==> config.mk <==
export PLATFORM = sky130hd
export DESIGN_NAME = tt_gpio_bank_ctrl
export DESIGN_NICKNAME = d
export VERILOG_FILES = /design/src/rtl/tt_gpio_bank_ctrl_pkg.sv /design/src/rtl/tt_gpio_bank_ctrl_pin_ctrl.sv /design/src/rtl/tt_gpio_bank_ctrl.sv
export SDC_FILE = /design/constraint.sdc
export NUM_CORES = 1
export LEC_CHECK = 0
export BUFFER_PORTS_ARGS = -buffer_cell sky130_fd_sc_hd__buf_4
export CAP_MARGIN = 15
export CELL_PAD_IN_SITES_DETAIL_PLACEMENT = 2
export CELL_PAD_IN_SITES_GLOBAL_PLACEMENT = 2
export CORE_MARGIN = 2
export CORE_UTILIZATION = 35
export DETAILED_ROUTE_END_ITERATION = 6
export GPL_TIMING_DRIVEN = 0
export HOLD_SLACK_MARGIN = 0.08
export PLACE_DENSITY = 0.76
export RECOVER_POWER = 50
export SLEW_MARGIN = 5
export SYNTH_ARGS = -nofsm -noshare
export SYNTH_HDL_FRONTEND = slang
export SYNTH_SLANG_ARGS = --single-unit
==> constraint.sdc <==
create_clock -name clk -period 1.85 [get_ports clk]
set_clock_uncertainty 0.2 [all_clocks]
set_input_delay 0.185 -clock clk [delete_from_list [all_inputs] [get_ports clk]]
set_output_delay 0.185 -clock clk [all_outputs]
set_load 0.01 [all_outputs]
==> src/rtl/tt_gpio_bank_ctrl_pkg.sv <==
// Shared definitions for the GPIO bank controller: config layout,
// direction-mode encodings and the pad drive decode.
package tt_gpio_bank_ctrl_pkg;

  localparam int unsigned CFG_W    = 4;
  localparam int unsigned SEL_W    = 5;
  localparam int unsigned CNT_W    = 4;
  localparam int unsigned CFG_FILT = 2;
  localparam int unsigned CFG_INV  = 3;

  typedef enum logic [1:0] {
    DIR_HIZ   = 2'b00,
    DIR_OUT   = 2'b01,
    DIR_BIDIR = 2'b10,
    DIR_OD    = 2'b11
  } dir_e;

  // Field order matches the cfg_data bit layout: [3] inv, [2] filt, [1:0] dir.
  typedef struct packed {
    logic inv;
    logic filt_en;
    dir_e dir;
  } pin_cfg_t;

  // Returns {pad_oe, pad_out} for a direction mode and the core request.
  function automatic logic [1:0] pad_drive(dir_e dir, logic core_out, logic core_oe);
    logic [1:0] drv;
    drv = 2'b00;
    case (dir)
      DIR_HIZ:   drv = 2'b00;
      DIR_OUT:   drv = {1'b1, core_out};
      DIR_BIDIR: drv = {core_oe, core_out};
      DIR_OD:    drv = {~core_out, 1'b0};
      default:   drv = 2'b00;
    endcase
    return drv;
  endfunction

endpackage

==> src/rtl/tt_gpio_bank_ctrl_pin_ctrl.sv <==
// One pin of the GPIO bank: config register, registered pad drive,
// 2-flop input synchronizer, glitch filter, invert and edge detect.
module tt_gpio_pin_ctrl
  import tt_gpio_bank_ctrl_pkg::*;
#(
  parameter int unsigned FILT_CNT = 4
) (
  input  logic             clk,
  input  logic             rst_n,
  input  logic             i_we,
  input  logic [CFG_W-1:0] i_cfg,
  input  logic             i_core_out,
  input  logic             i_core_oe,
  input  logic             i_pad_in,
  output logic             o_core_in,
  output logic             o_rise,
  output logic             o_fall,
  output logic             o_pad_out,
  output logic             o_pad_oe
);

  localparam logic [CNT_W-1:0] CNT_LAST = CNT_W'(FILT_CNT - 1);

  pin_cfg_t         r_cfg;
  logic             r_pad_out;
  logic             r_pad_oe;
  logic             r_sync1;
  logic             r_sync2;
  logic             r_filt;
  logic [CNT_W-1:0] r_cnt;
  logic             r_core_in;
  logic             r_rise;
  logic             r_fall;

  logic             w_filt_nxt;
  logic [CNT_W-1:0] w_cnt_nxt;
  logic             w_inv_nxt;
  logic             w_core_nxt;
  logic [1:0]       w_drive;

  // Filter next-state; a config write clears the counter and blocks acceptance that cycle.
  always_comb begin
    w_filt_nxt = r_filt;
    w_cnt_nxt  = '0;
    if (!r_cfg.filt_en) begin
      w_filt_nxt = r_sync2;
    end else if (!i_we && (r_sync2 != r_filt)) begin
      if (r_cnt == CNT_LAST) begin
        w_filt_nxt = r_sync2;
      end else begin
        w_cnt_nxt = r_cnt + 1'b1;
      end
    end
  end

  // Conditioned level uses next-state filt/invert so core_in and its edge pulse register together.
  always_comb begin
    w_inv_nxt  = i_we ? i_cfg[CFG_INV] : r_cfg.inv;
    w_core_nxt = w_filt_nxt ^ w_inv_nxt;
    w_drive    = pad_drive(r_cfg.dir, i_core_out, i_core_oe);
  end

  // Config register and registered pad drive.
  always_ff @(posedge clk or negedge rst_n) begin
    if (!rst_n) begin
      r_cfg     <= '0;
      r_pad_oe  <= 1'b0;
      r_pad_out <= 1'b0;
    end else begin
      if (i_we) begin
        r_cfg <= pin_cfg_t'(i_cfg);
      end
      r_pad_oe  <= w_drive[1];
      r_pad_out <= w_drive[0];
    end
  end

  // Input synchronizer, filter state, conditioned level and edge pulses.
  always_ff @(posedge clk or negedge rst_n) begin
    if (!rst_n) begin
      r_sync1   <= 1'b0;
      r_sync2   <= 1'b0;
      r_filt    <= 1'b0;
      r_cnt     <= '0;
      r_core_in <= 1'b0;
      r_rise    <= 1'b0;
      r_fall    <= 1'b0;
    end else begin
      r_sync1   <= i_pad_in;
      r_sync2   <= r_sync1;
      r_filt    <= w_filt_nxt;
      r_cnt     <= w_cnt_nxt;
      r_core_in <= w_core_nxt;
      r_rise    <= w_core_nxt & ~r_core_in;
      r_fall    <= ~w_core_nxt & r_core_in;
    end
  end

  assign o_core_in = r_core_in;
  assign o_rise    = r_rise;
  assign o_fall    = r_fall;
  assign o_pad_out = r_pad_out;
  assign o_pad_oe  = r_pad_oe;

endmodule

==> src/rtl/tt_gpio_bank_ctrl.sv <==
// GPIO bank controller: decodes the indexed config write port and
// instantiates one pin controller per pad.
module tt_gpio_bank_ctrl
  import tt_gpio_bank_ctrl_pkg::*;
#(
  parameter int unsigned N_PINS   = 8,
  parameter int unsigned FILT_CNT = 4
) (
  input  logic              clk,
  input  logic              rst_n,
  input  logic              cfg_we,
  input  logic [SEL_W-1:0]  cfg_sel,
  input  logic [CFG_W-1:0]  cfg_data,
  input  logic [N_PINS-1:0] core_out,
  input  logic [N_PINS-1:0] core_oe,
  output logic [N_PINS-1:0] core_in,
  output logic [N_PINS-1:0] in_rise,
  output logic [N_PINS-1:0] in_fall,
  output logic [N_PINS-1:0] pad_out,
  output logic [N_PINS-1:0] pad_oe,
  input  logic [N_PINS-1:0] pad_in
);

  logic [N_PINS-1:0] w_we;

  // An out-of-range cfg_sel matches no pin, so the write is dropped.
  for (genvar gi = 0; gi < N_PINS; gi++) begin : g_pin
    assign w_we[gi] = cfg_we && (cfg_sel == SEL_W'(gi));

    tt_gpio_pin_ctrl #(
      .FILT_CNT(FILT_CNT)
    ) u_pin (
      .clk        (clk),
      .rst_n      (rst_n),
      .i_we       (w_we[gi]),
      .i_cfg      (cfg_data),
      .i_core_out (core_out[gi]),
      .i_core_oe  (core_oe[gi]),
      .i_pad_in   (pad_in[gi]),
      .o_core_in  (core_in[gi]),
      .o_rise     (in_rise[gi]),
      .o_fall     (in_fall[gi]),
      .o_pad_out  (pad_out[gi]),
      .o_pad_oe   (pad_oe[gi])
    );
  end

endmodule

# == Word-level counts from Yosys, hierarchy flattened ==
# Cells that the tools add are included.
# W data, S select, Z words.
# totals
regBits,128
input_bits,36
wordCells,296
# op_classes
mux,64
bitwise,48
n_addsub,8
eq_ne,47
reduce_logical,33
# ops
cell,n
$mux W4,24
$pmux W2 S4,8
$add A4 B1 Y4 const B,8
$eq A2 B2 Y1 const B,16
$eq A4 B2 Y1 const B,8
$mux W1,32
$not A1 Y1,24
$eq A5 B3 Y1 const B,4
$and A1 B1 Y1,16
$eq A2 B1 Y1 const B,8
$logic_and A1 B1 Y1,16
$logic_not A2 Y1,8
$eq A5 B2 Y1 const B,2
$logic_not A1 Y1,8
$ne A1 B1 Y1,8
$xor A1 B1 Y1,8
$eq A5 B1 Y1 const B,1
$logic_not A5 Y1,1

# == Logic depth before layout (Yosys ltp) ==
# Gate-level depths: netlist (run 1).
# depth
word_depth,9
ltp_mapped,6

# == Cells and area by module ==
# From an unflattened synthesis (run 1), not the netlist that was laid out.
# hier_totals
cells_unflattened,445
hier_area_um2,5664.2
# by_module_without_submodules
mod,seq_area_each_um2,n_inst,cells_each,area_each_um2
tt_gpio_pin_ctrl,400.4,8,54,698.2
tt_gpio_bank_ctrl,0.0,1,13,78.8

# == Least setup slack after synthesis (run 1) ==
# No wires, ideal clock.
# synth_path
kind,register to register
startpoint,register g_pin[7].u_pin.r_cnt[0]
endpoint,register g_pin[7].u_pin.r_rise
stages_incl_launch_ff,7
setup_slack_ns,-0.128
arrival_ns,1.653
path_buffers,0
cell_sequence,dfrtp_1 ha_1 nor3b_1 o22a_1 mux2i_1 inv_1 mux2_2
# synth_between
elab_chain_len,6
# synth_lines
item,line,text
start: declaration,tt_gpio_bank_ctrl_pin_ctrl.sv:30,logic [CNT_W-1:0] r_cnt;
start signal: assignment,tt_gpio_bank_ctrl_pin_ctrl.sv:92,r_cnt <= w_cnt_nxt;
$eq A4 B2 Y1,tt_gpio_bank_ctrl_pin_ctrl.sv:48,if (r_cnt == CNT_LAST) begin
$mux W1,tt_gpio_bank_ctrl_pin_ctrl.sv:48,
$mux W1,tt_gpio_bank_ctrl_pin_ctrl.sv:47,end else if (!i_we && (r_sync2 != r_filt)) begin
$mux W1,tt_gpio_bank_ctrl_pin_ctrl.sv:45,if (!r_cfg.filt_en) begin
named net g_pin[7].u_pin.w_filt_nxt,tt_gpio_bank_ctrl_pin_ctrl.sv:35,logic w_filt_nxt;
$xor A1 B1 Y1,tt_gpio_bank_ctrl_pin_ctrl.sv:59,w_core_nxt = w_filt_nxt ^ w_inv_nxt;
$and A1 B1 Y1,tt_gpio_bank_ctrl_pin_ctrl.sv:94,r_rise <= w_core_nxt & ~r_core_in;
end signal: assignment,tt_gpio_bank_ctrl_pin_ctrl.sv:94,
end: declaration,tt_gpio_bank_ctrl_pin_ctrl.sv:32,logic r_rise;
# The timed path passes the listed nets, and every way through them passes these cells.
# A chain may end at the register's enable or synchronous reset.

# == Worst setup path in the final report (run 1) ==
# layout_path
startpoint,register g_pin[3].u_pin.r_cnt[1]
endpoint,register g_pin[3].u_pin.r_rise
# layout_between
elab_chain_len,6
# layout_lines
item,line
start: declaration,tt_gpio_bank_ctrl_pin_ctrl.sv:30
start signal: assignment,tt_gpio_bank_ctrl_pin_ctrl.sv:92
$eq A4 B2 Y1,tt_gpio_bank_ctrl_pin_ctrl.sv:48
$mux W1,tt_gpio_bank_ctrl_pin_ctrl.sv:48
$mux W1,tt_gpio_bank_ctrl_pin_ctrl.sv:47
$mux W1,tt_gpio_bank_ctrl_pin_ctrl.sv:45
named net g_pin[3].u_pin.w_filt_nxt,tt_gpio_bank_ctrl_pin_ctrl.sv:35
$xor A1 B1 Y1,tt_gpio_bank_ctrl_pin_ctrl.sv:59
$and A1 B1 Y1,tt_gpio_bank_ctrl_pin_ctrl.sv:94
end signal: assignment,tt_gpio_bank_ctrl_pin_ctrl.sv:94
end: declaration,tt_gpio_bank_ctrl_pin_ctrl.sv:32
# The timed path passes the listed nets, and every way through them passes these cells.

==> results of run 1 <==
==> synthesized netlist by cell type, drive strengths merged <==
cell	count	area, µm²
dfrtp	128	3200
buf	41	312
nand3	32	160
inv	24	90.1
mux2	24	274
mux2i	22	240
xor2	22	193
nor2	19	71.3
xnor2	18	158
nand2	17	63.8
nor3	16	80.1
a21oi	10	50.1
nand3b	10	75.1
nor3b	10	75.1
o21ai	10	50.1
and2	9	56.3
a21bo	8	80.1
a31oi	8	50.1
ha	8	100
a21o	6	45.0
o22a	6	56.3
clkbuf	5	18.8
a2bb2oi	2	17.5
and3b	2	17.5
nand2b	2	12.5
nor2b	2	12.5
or3	2	12.5
and4bb	1	12.5
nand4bb	1	11.3
nor4b	1	15.0
or2	1	6.26
or4b	1	13.8
==> layer usage <==
layer  vias up  part of all wire  GRT usage
li1       1902                 -          -
met1      2100              0.40      0.224
met2        81              0.55      0.357
met3        23             0.028     0.0342
met4         0             0.023     0.0795
met5         -                 0          0
==> final cells by class <==
class	count	area [µm²]
repair buffers	148	1130
fillers	1585	7970
clock buffers	20	447
inverters	24	90.1
plain buffers	46	330
flip-flops and latches	128	3200
multi-input cells	270	2270
clock inverters	12	118
well taps	216	270
==> critical path: stages, from the launching register on <==
cell	delay, ns
dfrtp_1	0.36
ha_2	0.20
nor3b_4	0.25
o22a_4	0.19
mux2i_4	0.24
inv_2	0.06
mux2_4	0.29
==> cells in the final DEF (no fill, tap or decap), types with 18 or more instances in the layout <==
cell and n:
clkbuf_4 18, mux2_2 20, dfrtp_1 128, clkbuf_1 38, inv_1 18, nor2_1 19
clkbuf_16 18, buf_4 102, xor2_1 22, dlygate4sd3_1 29, nand3_1 32
==> cells by family after synthesis <==
logic type,count (synthesis)
xor+xnor,40
compound gates,50
buf+inv,70
fa+ha+maj,8
mux,46
simple gates,126
flops,128
==> metrics by stage <==
stage	cells	total power, mW	hold WS, ns	setup WS [ns]	cell area (µm²)
after floorplan	468	5.25	-0.311	-0.0458	5660
after global placement	758	6.01	0.0958	-0.500	6490
after detailed placement	759	6.17	-0.0423	-0.522	6520
after CTS	842	9.85	0.110	-0.0490	7720
after global routing	864	10.4	0.154	-0.143	7860
final	864	9.85	0.136	-0.0613	7860
==> final timing paths <==
check,from,endpoint,slack (ns),depth (start not counted)
worst min-delay path,cfg_sel[3],g_pin[0].u_pin.r_filt,0.14,5
worst max-delay path,g_pin[3].u_pin.r_cnt[1],g_pin[3].u_pin.o_rise,-0.06,6
worst min register to register,g_pin[0].u_pin.r_sync1,g_pin[0].u_pin.r_sync2,0.14,0
max in group asynchronous,rst_n,g_pin[3].u_pin.r_sync1,0.22,4
min in group asynchronous,rst_n,g_pin[4].u_pin.r_cnt[2],0.60,3
worst max register to register,g_pin[3].u_pin.r_cnt[1],g_pin[3].u_pin.o_rise,-0.06,6
==> flip-flops by register name, summed over array words and instances (netlist names) <==
name and flops:
g_pin.u_pin.r_sync2 8, g_pin.u_pin.o_pad_out 8, g_pin.u_pin.r_cfg 32, g_pin.u_pin.r_filt 8, g_pin.u_pin.o_fall 8, g_pin.u_pin.o_core_in 8
g_pin.u_pin.r_cnt 32, g_pin.u_pin.r_sync1 8, g_pin.u_pin.o_rise 8, g_pin.u_pin.o_pad_oe 8
==> report_power, final <==
group	leakage, nW	switching [mW]	internal [mW]
Combinational	1.74	1.23	1.61
Sequential	1.63	0.416	3.35
Clock	0.275	1.25	2.00
==> timing repair <==
item                                    4_1_cts  5_1_grt
setup buffers                                22       21
gates resized for setup                      34       21
hold endpoints to repair                    176        0
pin swaps                                     7       16
endpoints found under the setup margin       28      105
gates cloned                                  0        1
hold buffers                                 29        0
==> results.md, run 1 <==
- Status: finished, violations left
- Failing checks: setup timing
- Fin. Hold Viols: 0
- Synthesized flop and latch total: 128
- Total track usage: 0.194
- CP required: 1.95 ns
- Sequential area share after synthesis: 0.569
- H-tree Lvls: 4
- Crit Path Max Fanout: 2
- I/O Buffers: 74
- Core area: 15800 µm²
- TritonCTS clock tree: done
- DPL Wire Length: 9120 µm
- Type of origin of the critical path: flip-flop
- ANT cells: 0
- Fmax: 523 MHz
- Max-slew violation count: 0
- Complex-gate fraction of the synthesized area: 0.0620
- IO Pins: 76
- Worst-margin pin slew: 0.661 ns
- DIE WIDTH: 131 µm
- Yosys cell types: 38
- Final min period: 1.91 ns
- Period utilization: 1.03
- CTS Buffer Depth: 2
- Mean Syn Cell Area: 12.0 µm²
- CTS Root Cell: clkbuf_16
- Die Area: 17100 µm²
- Inserted Clock Buffers: 17
- Rel. slew slack: 0.554
- Total Nets Final: 679
- Leak pwr: 3.65 nW
- Syn Nets: 512
- WL final: 16100 µm
- Vias per Instance: 4.75
- Worst Path Arrival: 2.01 ns
- Crit Path Class: reg -> reg
- Grt ovf: 0
- Cell Pwr Density: 1250 nW/µm²
- Initial drt markers: 122
- Fraction of synthesized area in multiplexers: 0.0913
- Fin Setup TNS: -0.254 ns
- Clock Latency Late Sink: 0.43 ns
- Max-cap check violation count: 0
- Synth Area in Adders: 0.0178
- Clock sinks: 128
- Row count: 46
- Final ANT Viol Nets: 0
- Synth Area in XOR/XNOR: 0.0622
- Initial antenna violation count: 0
- Vias in the first global route: 4616
- Initial cell density of the core: 0.356
- Yosys warns: 0
- Post-layout util: 0.497
- Share of layout cells above drive strength 1: 0.361
- Synth Instances: 468
- Maximum VDD drop: 798 µV
- Largest net degree at the start of global routing: 82
- Final worst slack: -0.0613 ns
- Mapped cell area: 5630 µm²
- First-pass GRT wire length: 24700 µm
- Die H: 131 µm
- Final Setup Violations: 6
- Syn-to-layout area delta: 39.5%
- Largest family of logic cells by synthesized area: simple AND/OR/NAND/NOR gates
- Clock transition at the registers of the reported paths: 0.06 ns
- RSZ-0062 raised after global routing: yes
- Hold/Removal Path Class: in -> reg
- DR pass1 iterations: 4
- Gpl congestion: 0.714
- Post-Synth Simple-Gate Area: 0.124
- Routed len/inst: 18.6 µm
- Vias: 4106
- Kind of end point of the critical path: flip-flop
- DRC violations left: 0
(Power assumes the default switching activity.)
==> inputs of run 2 (changes only) <==
Settings changed: CORE_UTILIZATION 35 to 41, PLACE_DENSITY 0.76 to 0.84.
Clock period 1.85 ns to 2.42 ns, I/O delays scaled along.
==> run 2 against run 1 <==
  * The run ends with capacitance limit, slew limit left
  * Combinational power down 30%
  * Die area down 14%
  * Global-route usage up 5.1 points
  * Sequential share of layout area up 2.6 points
  * First-iteration DRC count down 20%
  * Hold slack better by 0.0091 ns
  * Via count down 1.9%
  * Critical path depth unchanged
  * Critical path type unchanged
  * Highest routed layer unchanged
==> results.md, run 2 (synthesized netlist as in run 1, its figures left out) <==
- Row count: 42
- Initial drt markers: 98
- Commonest non-fill, non-tap cell in the layout: dfrtp_1
- Vias per Instance: 5.17
- CP required: 2.53 ns
- Kind of end point of the critical path: flip-flop
- Rel. slew slack: -0.0413
- Place WS: -0.0652 ns
- Fin. Hold Viols: 0
- DIE WIDTH: 121 µm
- Crit Path Class: reg -> reg
- Die H: 121 µm
- Max-slew violation count: 60
- Hold path depth: 0
- Clock Latency Late Sink: 0.42 ns
- Crit Path Max Fanout: 3
- I/O Buffers: 74
- Vias in the first global route: 4704
- Largest regs: g_pin.u_pin.r_cfg: 32 flops, g_pin.u_pin.r_cnt: 32 flops
- Clock transition at the registers of the reported paths: 0.06 ns
- Worst-margin pin slew: 1.56 ns
- Final worst slack: 0.145 ns
- RSZ-0062 raised after global routing: no
- Inserted Clock Buffers: 17
- Share of layout cells above drive strength 1: 0.323
- Worst hold slack: 0.145 ns
- Failing checks: capacitance limit, slew limit
- Leak pwr: 3.57 nW
- CTS Root Cell: clkbuf_16
- Most frequent cells in the layout: dfrtp_1 (128), buf_4 (105), nand3_1 (32)
- Clock sinks: 128
- H-tree Lvls: 4
- Fin Setup TNS: 0 ns
- Total Nets Final: 634
- Maximum VDD drop: 484 µV
- Worst Path Arrival: 2.39 ns
- Setup Fix Bufs, Post-CTS: 0
- Grt ovf: 0
- Final ANT Viol Nets: 0
- Max-cap check violation count: 1
- CTS Buffer Depth: 2
- IO Pins: 76
- Placed cell area: 6440 µm²
- Period utilization: 0.940
- Routed len/inst: 21.1 µm
- TritonCTS clock tree: done
- DPL Wire Length: 9910 µm
- Syn-to-layout area delta: 31.2%
- Die Area: 14700 µm²
- Status: finished, violations left
- DRC violations left: 0
- Core area: 13300 µm²
- Total track usage: 0.245
- Fill count: 1284
- Register-to-Register Path Depth: 6
- Final Setup Violations: 0
- Type of origin of the critical path: flip-flop
- Post-layout util: 0.554
- Vias: 4026
- Gpl congestion: 0.714
- Largest net degree at the start of global routing: 70
- Initial cell density of the core: 0.422
- Initial antenna violation count: 0
- Final min period: 2.28 ns
- Cell Pwr Density: 1040 nW/µm²
- Hold/Removal Path Class: reg -> reg
- WL final: 16400 µm
- First-pass GRT wire length: 26500 µm
- ANT cells: 0
- DR pass1 iterations: 5
- Final instance area: 7390 µm²
- Fmax: 440 MHz
run 2: cell types whose count changed in the layout (fill, tap and decap cells not counted), sizes merged:
cell         change
clkinvlp         -2
bufinv           +2
clkbuf          -39
buf              -2
dlygate4sd3      -1
clkinv           -3
run 2: worst max-delay path: stages, from the launching register on:
cell     delay [ns]
dfrtp_1        0.41
ha_1           0.24
nor3b_1        0.40
o22a_2         0.25
mux2i_4        0.28
inv_2          0.08
mux2_4         0.30
run 2: routing by layer:
layer / vias to the layer above / GRT usage / routed length (µm) / part of all wire
met3: 21 / 0.0545 / 559 / 0.034
met2: 93 / 0.458 / 9110 / 0.55
li1: 1815 / - / - / -
met4: 0 / 0.0682 / 238 / 0.014
met1: 2097 / 0.280 / 6530 / 0.40
met5: - / 0 / 0 / 0
run 2: worst paths after layout:
| path | startpoint | end | slack, ns |
|---|---|---|---|
| max in group asynchronous | rst_n | g_pin[0].u_pin.o_fall | 0.46 |
| min in group asynchronous | rst_n | g_pin[7].u_pin.o_core_in | 0.53 |
| worst min register to register | g_pin[0].u_pin.r_sync1 | g_pin[0].u_pin.r_sync2 | 0.15 |
| worst max-delay path | g_pin[3].u_pin.r_cnt[0] | g_pin[3].u_pin.o_rise | 0.14 |
| worst min-delay path | g_pin[0].u_pin.r_sync1 | g_pin[0].u_pin.r_sync2 | 0.15 |
| worst max register to register | g_pin[3].u_pin.r_cnt[0] | g_pin[3].u_pin.o_rise | 0.14 |
run 2: per-stage QoR:
| stage | total power, mW | cells |
|---|---|---|
| 2_1_floorplan | 4.00 | 468 |
| 3_3_place_gp | 4.56 | 718 |
| 3_5_place_dp | 4.74 | 719 |
| 4_1_cts | 7.72 | 779 |
| 5_1_grt | 8.11 | 779 |
| 6_report | 7.72 | 779 |
run 2: cell type report:
cell class | count | area [µm²] | area share
clock inverters | 9 | 151 | 0.0205
plain buffers | 46 | 330 | 0.0447
well taps | 176 | 220 | 0.0298
multi-input cells | 270 | 2030 | 0.274
clock buffers | 23 | 508 | 0.0687
flip-flops and latches | 128 | 3200 | 0.433
inverters | 24 | 90.1 | 0.0122
repair buffers | 103 | 861 | 0.116
run 2: timing repair:
item / CTS / global route
gates resized for setup: 0 / 4
hold buffers: 28 / 0
hold endpoints to repair: 107 / 0
setup endpoints to repair: 0 / 5
run 2: power by group:
part	total, mW	internal, mW	switching [mW]
logic	1.98	1.10	0.878
registers	2.90	2.56	0.338
clock network	2.84	1.88	0.951
